### src/rtl/crc_pkg.sv
// Shared definitions for the parametrised CRC engine:
// register map, field positions, transpose helpers, FIFO entry and FSM types.
package crc_pkg;

  localparam logic [31:0] OFF_DATA   = 32'h0;
  localparam logic [31:0] OFF_GPOLY  = 32'h4;
  localparam logic [31:0] OFF_CTRL   = 32'h8;
  localparam logic [31:0] OFF_STATUS = 32'hC;

  localparam int CTRL_TOT_LSB  = 30;
  localparam int CTRL_TOTR_LSB = 28;
  localparam int CTRL_FXOR     = 26;
  localparam int CTRL_WAS      = 25;
  localparam int CTRL_DSZ_LSB  = 22;
  localparam int CTRL_IRQ_EN   = 0;

  localparam int ST_BUSY = 0;
  localparam int ST_FULL = 1;
  localparam int ST_OVF  = 2;
  localparam int ST_IRQ  = 4;

  typedef enum logic [1:0] {
    TP_NONE    = 2'b00,
    TP_BITREV8 = 2'b01,
    TP_REV32   = 2'b10,
    TP_BSWAP   = 2'b11
  } tp_code_t;

  typedef struct packed {
    logic        seed;
    logic [1:0]  dsz;
    logic [31:0] data;
  } crc_entry_t;

  typedef enum logic {
    IDLE  = 1'b0,
    SHIFT = 1'b1
  } crc_state_t;

  function automatic logic [31:0] transpose32(
    input logic [31:0] d,
    input logic [1:0]  code
  );
    logic [31:0] r;
    r = d;
    unique case (tp_code_t'(code))
      TP_NONE: r = d;
      TP_BITREV8: begin
        for (int b = 0; b < 4; b++)
          for (int i = 0; i < 8; i++)
            r[8*b+i] = d[8*b+7-i];
      end
      TP_REV32: begin
        for (int i = 0; i < 32; i++)
          r[i] = d[31-i];
      end
      TP_BSWAP: r = {d[7:0], d[15:8], d[23:16], d[31:24]};
    endcase
    return r;
  endfunction

  // DSZ code 11 is treated like 00 (full word).
  function automatic logic [5:0] dsz_bits(input logic [1:0] dsz);
    logic [5:0] n;
    unique case (dsz)
      2'b01:   n = 6'd16;
      2'b10:   n = 6'd8;
      default: n = 6'd32;
    endcase
    return n;
  endfunction

endpackage

### src/rtl/crc_engine_param_fifo.sv
// Input queue for the CRC engine: synchronous FIFO of crc_entry_t.
// Pushes while full are refused here; the caller flags the overflow.
module crc_in_fifo
  import crc_pkg::*;
#(
  parameter int DEPTH = 4
) (
  input  logic       clk,
  input  logic       rst,
  input  logic       push,
  input  logic       pop,
  input  crc_entry_t din,
  output crc_entry_t dout,
  output logic       full,
  output logic       empty
);

  localparam int AW = $clog2(DEPTH);

  crc_entry_t  mem_q [DEPTH];
  logic [AW:0] wp_q, wp_d;
  logic [AW:0] rp_q, rp_d;
  logic        do_push, do_pop;

  assign full  = (wp_q[AW] != rp_q[AW]) &&
                 (wp_q[AW-1:0] == rp_q[AW-1:0]);
  assign empty = (wp_q == rp_q);
  assign dout  = mem_q[rp_q[AW-1:0]];

  // Pointer advance; full/empty judged on the current occupancy.
  always_comb begin
    do_push = push && !full;
    do_pop  = pop && !empty;
    wp_d    = do_push ? wp_q + 1'b1 : wp_q;
    rp_d    = do_pop ? rp_q + 1'b1 : rp_q;
  end

  // Pointer registers, flushed by reset.
  always_ff @(posedge clk) begin
    if (rst) begin
      wp_q <= '0;
      rp_q <= '0;
    end else begin
      wp_q <= wp_d;
      rp_q <= rp_d;
    end
  end

  // Storage array; contents need no reset.
  always_ff @(posedge clk) begin
    if (do_push) mem_q[wp_q[AW-1:0]] <= din;
  end

endmodule

### src/rtl/crc_engine_param.sv
// Memory-mapped CRC engine: register decode, queued input, BPC-wide fold.
// Optional completion interrupt enabled by defining CRC_IRQ_EN.
module crc_engine_param
  import crc_pkg::*;
#(
  parameter int          CRC_W      = 32,
  parameter int          BPC        = 8,
  parameter int          FIFO_DEPTH = 4,
  parameter logic [31:0] BASE_ADDR  = 32'h4003_2000
) (
  input  logic        clk,
  input  logic        rst,
  input  logic        Sel,
  input  logic        RW,
  input  logic [31:0] addr,
  input  logic [31:0] data_wr,
  output logic [31:0] data_rd
`ifdef CRC_IRQ_EN
  ,
  output logic        irq
`endif
);

`ifdef CRC_IRQ_EN
  localparam logic [31:0] CTRL_MASK = 32'hFFFF_FFFF;
`else
  localparam logic [31:0] CTRL_MASK = 32'hFFFF_FFFE;
`endif

  logic [CRC_W-1:0] crc_q, crc_d;
  logic [CRC_W-1:0] poly_q, poly_d;
  logic [31:0]      gpoly_q, gpoly_d;
  logic [31:0]      ctrl_q, ctrl_d;
  logic [31:0]      sh_q, sh_d;
  logic [5:0]       rem_q, rem_d;
  crc_state_t       state_q, state_d;
  logic             ovf_q, ovf_d;
  logic             irq_pend_q, irq_pend_d;

  logic             wr, rd;
  logic             hit_data, hit_gpoly, hit_ctrl, hit_status;
  logic             push, pop, full, empty, busy;
  crc_entry_t       in_ent, head;
  logic [CRC_W-1:0] c, r_crc;
  logic [31:0]      s, r_ext;
  logic             fb;

  assign wr         = Sel && RW;
  assign rd         = Sel && !RW;
  assign hit_data   = (addr == BASE_ADDR + OFF_DATA);
  assign hit_gpoly  = (addr == BASE_ADDR + OFF_GPOLY);
  assign hit_ctrl   = (addr == BASE_ADDR + OFF_CTRL);
  assign hit_status = (addr == BASE_ADDR + OFF_STATUS);
  assign push       = wr && hit_data;
  assign busy       = !empty || (state_q == SHIFT);

  assign in_ent.seed = ctrl_q[CTRL_WAS];
  assign in_ent.dsz  = ctrl_q[CTRL_DSZ_LSB +: 2];
  assign in_ent.data = transpose32(data_wr, ctrl_q[CTRL_TOT_LSB +: 2]);

  crc_in_fifo #(
    .DEPTH (FIFO_DEPTH)
  ) u_fifo (
    .clk   (clk),
    .rst   (rst),
    .push  (push),
    .pop   (pop),
    .din   (in_ent),
    .dout  (head),
    .full  (full),
    .empty (empty)
  );

`ifdef CRC_IRQ_EN
  logic busy_q;

  // Previous busy level, for completion edge detection.
  always_ff @(posedge clk) begin
    if (rst) busy_q <= 1'b0;
    else     busy_q <= busy;
  end

  assign irq = irq_pend_q;
`endif

  // Register writes and sticky status; a set beats a same-cycle clear.
  always_comb begin
    gpoly_d = gpoly_q;
    ctrl_d  = ctrl_q;
    ovf_d   = ovf_q;
    if (wr && hit_gpoly) gpoly_d = data_wr;
    if (wr && hit_ctrl)  ctrl_d  = data_wr & CTRL_MASK;
    if (wr && hit_status && data_wr[ST_OVF]) ovf_d = 1'b0;
    if (push && full) ovf_d = 1'b1;
`ifdef CRC_IRQ_EN
    irq_pend_d = irq_pend_q;
    if (wr && hit_status && data_wr[ST_IRQ]) irq_pend_d = 1'b0;
    if (busy_q && !busy && ctrl_q[CTRL_IRQ_EN]) irq_pend_d = 1'b1;
`else
    irq_pend_d = 1'b0;
`endif
  end

  // Engine: pop in IDLE, then fold up to BPC bits per clock, MSB first.
  always_comb begin
    crc_d   = crc_q;
    poly_d  = poly_q;
    sh_d    = sh_q;
    rem_d   = rem_q;
    state_d = state_q;
    pop     = 1'b0;
    c       = crc_q;
    s       = sh_q;
    fb      = 1'b0;
    unique case (state_q)
      IDLE: begin
        if (!empty) begin
          pop = 1'b1;
          if (head.seed) begin
            crc_d = head.data[CRC_W-1:0];
          end else begin
            poly_d  = gpoly_q[CRC_W-1:0];
            rem_d   = dsz_bits(head.dsz);
            sh_d    = head.data << (6'd32 - rem_d);
            state_d = SHIFT;
          end
        end
      end
      SHIFT: begin
        for (int i = 0; i < BPC; i++) begin
          if (i < int'(rem_q)) begin
            fb = c[CRC_W-1] ^ s[31];
            c  = {c[CRC_W-2:0], 1'b0} ^ (fb ? poly_q : '0);
            s  = {s[30:0], 1'b0};
          end
        end
        crc_d   = c;
        sh_d    = s;
        rem_d   = (rem_q > 6'(BPC)) ? rem_q - 6'(BPC) : 6'd0;
        state_d = (rem_d == 6'd0) ? IDLE : SHIFT;
      end
    endcase
  end

  // State and register update.
  always_ff @(posedge clk) begin
    if (rst) begin
      crc_q      <= '1;
      poly_q     <= '0;
      gpoly_q    <= 32'h0000_1021;
      ctrl_q     <= '0;
      sh_q       <= '0;
      rem_q      <= '0;
      state_q    <= IDLE;
      ovf_q      <= 1'b0;
      irq_pend_q <= 1'b0;
    end else begin
      crc_q      <= crc_d;
      poly_q     <= poly_d;
      gpoly_q    <= gpoly_d;
      ctrl_q     <= ctrl_d;
      sh_q       <= sh_d;
      rem_q      <= rem_d;
      state_q    <= state_d;
      ovf_q      <= ovf_d;
      irq_pend_q <= irq_pend_d;
    end
  end

  // Read mux; DATA shows the live remainder, even mid-word.
  always_comb begin
    r_crc   = ctrl_q[CTRL_FXOR] ? ~crc_q : crc_q;
    r_ext   = '0;
    r_ext[CRC_W-1:0] = r_crc;
    data_rd = '0;
    if (rd) begin
      unique case (1'b1)
        hit_data:
          data_rd = transpose32(r_ext, ctrl_q[CTRL_TOTR_LSB +: 2]);
        hit_gpoly:  data_rd = gpoly_q;
        hit_ctrl:   data_rd = ctrl_q;
        hit_status:
          data_rd = {27'b0, irq_pend_q, 1'b0, ovf_q, full, busy};
        default:    data_rd = '0;
      endcase
    end
  end

endmodule

### config.mk
export PLATFORM = sky130hd
export DESIGN_NAME = crc_engine_param
export DESIGN_NICKNAME = d
export VERILOG_FILES = /design/src/rtl/crc_pkg.sv /design/src/rtl/crc_engine_param_fifo.sv /design/src/rtl/crc_engine_param.sv
export SDC_FILE = /design/constraint.sdc
export NUM_CORES = 1
export LEC_CHECK = 0
export ABC_AREA = 1
export CORE_MARGIN = 10
export CORE_UTILIZATION = 30
export CTS_CLUSTER_DIAMETER = 150
export DETAILED_ROUTE_END_ITERATION = 8
export GPL_ROUTABILITY_DRIVEN = 0
export HOLD_SLACK_MARGIN = 0.12
export MAX_ROUTING_LAYER = met4
export PLACE_DENSITY = 0.5
export SETUP_SLACK_MARGIN = 0.02
export SLEW_MARGIN = 0
export SYNTH_ARGS = -nofsm -noshare
export SYNTH_HDL_FRONTEND = slang
export SYNTH_HIERARCHICAL = 1
export SYNTH_SLANG_ARGS = --single-unit
### constraint.sdc
create_clock -name clk -period 15.8 [get_ports clk]
set_clock_uncertainty 0.2 [all_clocks]
set_input_delay 3.16 -clock clk [delete_from_list [all_inputs] [get_ports clk]]
set_output_delay 3.16 -clock clk [all_outputs]
set_load 0.02 [all_outputs]
Yosys cells after proc, flatten, opt, wreduce, memory -nomap -nowiden
Memories as Yosys holds them, arrays and structs flattened. A register that Yosys moved wholly into a read port is not among the register bits. Cells that the tools add are included. W data, S select, Z words.

Add/sub/neg operators: 4. $lt $le $gt $ge: 9. Equality and inequality tests: 18. Shift-type cells: 1. Muxes and demuxes: 69. Bitwise gates (word level): 20. Reductions and logical operators: 22.

Operators with widths (number): $mux W32 (44); $pmux W32 S4 (3); $xor A32 B32 Y32 (8); $eq A32 B31 Y1 const B (4); $pmux W32 S2 (2); $mux W6 (6); $not A32 Y32 (1); $shl A32 B6 Y32 (1); $lt A3 B6 Y1 const A (4); $pmux W6 S2 (2); $lt A1 B6 Y1 const A (2); $lt A2 B6 Y1 const A (2); $logic_and A1 B1 Y1 (11); $eq A2 B2 Y1 const B (5); $mux W1 (9); $xor A1 B1 Y1 (8); $add A3 B1 Y3 const B (2); $eq A2 B1 Y1 const B (3); $gt A6 B4 Y1 const B (1); $logic_not A6 Y1 (1); $ne A2 B2 Y1 const B (3); $sub A6 B4 Y6 const B (1); $sub A6 B6 Y6 const A (1); $logic_not A2 Y1 (2); 11 further kinds (17).

Register bits: 173. Memory bits (writable): 140. Input port bits: 68. Output and inout bits: 32. Word-level logic and storage cells: 154. Memories kept: 1.

Memory list: u_fifo.mem_q (words 4, bits a word 35, rd ports 1, clocked after Yosys merged registers in 1, write ports 1, line crc_engine_param_fifo.sv:20) `crc_entry_t mem_q [DEPTH];`.

Depth between registers and ports, before layout
Depth after elaboration: 40. Gate-level depth with buffers: 42. Depth with buffers taken out: 41.

Hierarchy
The synthesis kept the hierarchy.

Modules (own cells, without submodules): crc_engine_param (times used 1, cells each 3418, area an instance 19155.9 µm²); crc_in_fifo (times used 1, cells each 414, area an instance 5708.0 µm²).

Worst setup path after synthesis
OpenSTA, ideal clock, no wires.

Path kind: in2out. From: input port addr[21]. To: output port data_rd[26]. Arrival: 5.218 ns. Required time: 12.440 ns. Setup slack: 7.222 ns. Stages: 10. Buffers on the path: 2. Cells stage by stage: or4_1 -> nor4_1 -> inv_1 -> nor2_1 -> nand3_1 -> clkbuf_1 -> clkbuf_1 -> a311oi_1 -> a221oi_1 -> nor2_1.

Word-level cells in the longest chain between the ends: 3. Elaborated cells on any way between the ends: 6.

RTL lines: start: declaration (line crc_engine_param.sv:15) `input logic [31:0] addr,`; $eq A32 B31 Y1 (on tied branches); $pmux W32 S4 (*) (line crc_engine_param.sv:177) `unique case (1'b1)`; $mux W32 (*) (line crc_engine_param.sv:176) `if (rd) begin`; end: declaration (line crc_engine_param.sv:17) `output logic [31:0] data_rd`.

Every way passes the cells marked *; elsewhere a longest branch is shown, timed or not.

Final worst setup path
From: input port addr[21]. To: output port data_rd[19].

Same word-level chain as after synthesis.

==> results.cfg <==
[status]
status = finished, final reports clean

[clock_tree]
numCtsBuffers = 36
ctsHoldBuffers = 0
htree_levels = 2
clkTransAtPathRegs_ns = 0.06
cts_root_buf = clkbuf_16
insertion_delay_ns = 0.58
cts_tree = built
cts_sinks = 315
post_cts_buffers = 0
cts_resized = 0
cts_buffer_depth = 3

[logic_synthesis]
synth_most_common_cell = nand2_1
synth.area.top_cells = edfxtp_1 (17%), dfxtp_1 (14%), nand2_1 (14%)
ys_types = 54
synth_top_area_share_pct = 16.9
syn_avg_cell_area_sq_um = 6.49
synth_ff_type = dfxtp_1
postSynthCellCount = 3832
yosys_warnings = 6
yosysSeqAreaShare_pct = 31.0
synth-seq-cells = 315
syn_nets = 3909
ys_async_sr_fraction_pct = 0
synthTopCellsByCount = nand2_1 (900), o21ai_0 (434), inv_1 (387)
synth_edf_count = 140
synth_area_sq_mm = 0.0249
yosysTopAreaCell = edfxtp_1

[place]
placed_cells = 4755
hpwlAfterDp_mm = 67.1
place_ws_ns = 5.67
io_buffers = 99

[worst_setup_path]
path_class = primary input to primary output
end_kind = primary output
crit_fanout = 29
cp.arrival_ns = 6.79
worst_setup_path_start_kind = primary input
worstPathRequired_ns = 12.44

[timing]
slew_viol_final = 0
fin_ws_ns = 5.65
hold_violations = 0
maxSlewHeadroom_pct = 23.7
min_period_ns = 10.15
tns_ns = 0
fin_crit_sh_pct = 64.2
rsz0062_at_grt = no
worst_pin_slew_ns = 1.14
fmax_ghz = 0.0985
setup_viol = 0

[power]
power_frac_comb_pct = 2.9
p_per_area_mw_per_mm2 = 65.4
p_sw_share_pct = 23.2
power_frac_seq_pct = 47.0
pwr-share-clk_pct = 50.1
power_switching_mw = 0.419
max-vdd-ir-drop_mv = 0.0907
total_leakage_power_nw = 10.3
p_int_mw = 1.39

[detailed_routing]
wl_mm = 92.4
vias_per_cell = 5.19
ant_nets = 0
first_pass_iters = 6
top_layer = met4
route.met2.wl_mm = 39.7
drtIter0Drc = 2285
wl_met1_mm = 44.4
via_count = 25000
wl_per_cell_microns = 19.2
drc_errors = 0
route.met3.wl_mm = 4.49

[floorplanning]
die_h_microns = 308
dieWidth_microns = 308
rows = 105
initial_core_util_pct = 30.3
core_sq_mm = 0.0821
dieArea_sq_mm = 0.0948
pin_count = 100

[global_route]
antenna_found_initial = 1
grt_overflow = 0
track_usage_pct = 19.4
first_global_vias = 22600
grt_max_degree = 94
grt_pass1_wl_mm = 141

[layout]
finalNonFillerCells = 4821
fin_nets = 3800
drive_gt1_share_pct = 6.42
multiInputGateArea_sq_mm = 0.0144
syn2layout_area_growth_pct = 11.0
n_antenna_cell = 0
seq_area_sq_mm = 0.00771
fillers = 8982

[job]
maxCapViolations = 0

[hold_path]
hold_path.class = flop to flop
critical path, stage by stage:
cell and delay, ns:
clkdlybuf4s50_1 0.39, or4_1 0.53, nor4_1 0.31, inv_1 0.10, nor2_1 0.13, nand3_1 0.08, buf_4 0.25, nand3_1 0.12
nand3b_1 0.50, buf_4 0.43, nor2_1 0.13, clkdlybuf4s50_1 0.66
placed cells by master (no fill, tap or decap), types with 7 or more instances in the layout:
cell type,synthesis,final
a21oi_1,228,228
a221oi_1,28,28
a22oi_1,7,7
a311oi_1,22,22
a31oi_1,34,33
buf_4,18,44
clkbuf_16,0,36
clkdlybuf4s50_1,0,98
dfxtp_1,175,173
edfxtp_1,140,140
ha_1,9,9
inv_1,387,383
inv_2,25,27
mux2i_1,13,13
nand2_1,900,900
nand2_2,12,11
nand3_1,261,260
nand3_2,19,20
nor2_1,270,261
nor2_4,1,8
o211ai_1,20,20
o21ai_0,434,434
o21ai_1,196,193
o21ai_2,30,32
o22ai_1,60,60
or2_2,13,13
xnor2_1,72,72
xor2_1,120,120
final timing paths:
kind,from,endpoint,slack (ns),cells after the start
max reg2reg,rem_q[0]$_SDFFE_PP0P_,crc_q[18]$_SDFFE_PP1P_,6.86,36
max,addr[21],data_rd[19],5.65,12
min reg2reg,ovf_q$_SDFFE_PP0P_,ovf_q$_SDFFE_PP0P_,0.31,2
min,ovf_q$_SDFFE_PP0P_,ovf_q$_SDFFE_PP0P_,0.31,2
layer usage:
metal,GRT usage (%),up-vias
met5,-,-
met4,7.34,0
met3,1.86,135
met2,28.8,767
met1,27.1,11600
li1,-,12500
sequential cells by signal, indices dropped and copies added (netlist names), named ones only:
name / count
gpoly_q: 32
poly_q: 32
state_q: 1
u_fifo/mem_q: 140
ctrl_q: 31
crc_q: 32
rem_q: 6
ovf_q: 1
sh_q: 32
u_fifo/rp_q: 3
u_fifo/wp_q: 3
power groups by stage:
stage | registers (mW) | clock network (mW) | logic (mW)
3_3_place_gp | 0.867 | 0 | 0.0519
3_5_place_dp | 0.867 | 0 | 0.0515
6_report | 0.849 | 0.904 | 0.0515
2_1_floorplan | 0.867 | 0 | 0.0159
5_1_grt | 0.848 | 0.951 | 0.0544
4_1_cts | 0.849 | 0.921 | 0.0515
final cells by class:
class	count	share of cell area [%]
multi-input combinational	2809	52.1
sequential	315	27.9
inverter	418	5.71
tap	1070	4.85
timing repair buffer	143	4.77
clock buffer	42	3.38
clock inverter	24	1.26
metrics by stage:
step	cell area [sq um]	total power [mW]	utilization, %	hold WS (ns)
finish	27600	1.80	33.6	0.306
global route	27600	1.85	33.6	0.321
CTS	27600	1.82	33.6	0.307
detailed placement	26300	0.918	32.0	0.295
global placement	26300	0.919	32.0	0.291
floorplan	24900	0.883	-	0.244
logic make-up (layout without fill, tap and decap cells):
logic type	Yosys count	in the layout	synth area share, %
compound gates	1089	1089	24.3
xor+xnor	192	192	6.76
fa+ha+maj	9	9	0.453
buf+inv	708	627	11.6
flops	315	315	31.0
mux	13	13	0.523
simple gates	1506	1506	25.4
Note: power is estimated with default switching activity, not from simulation.
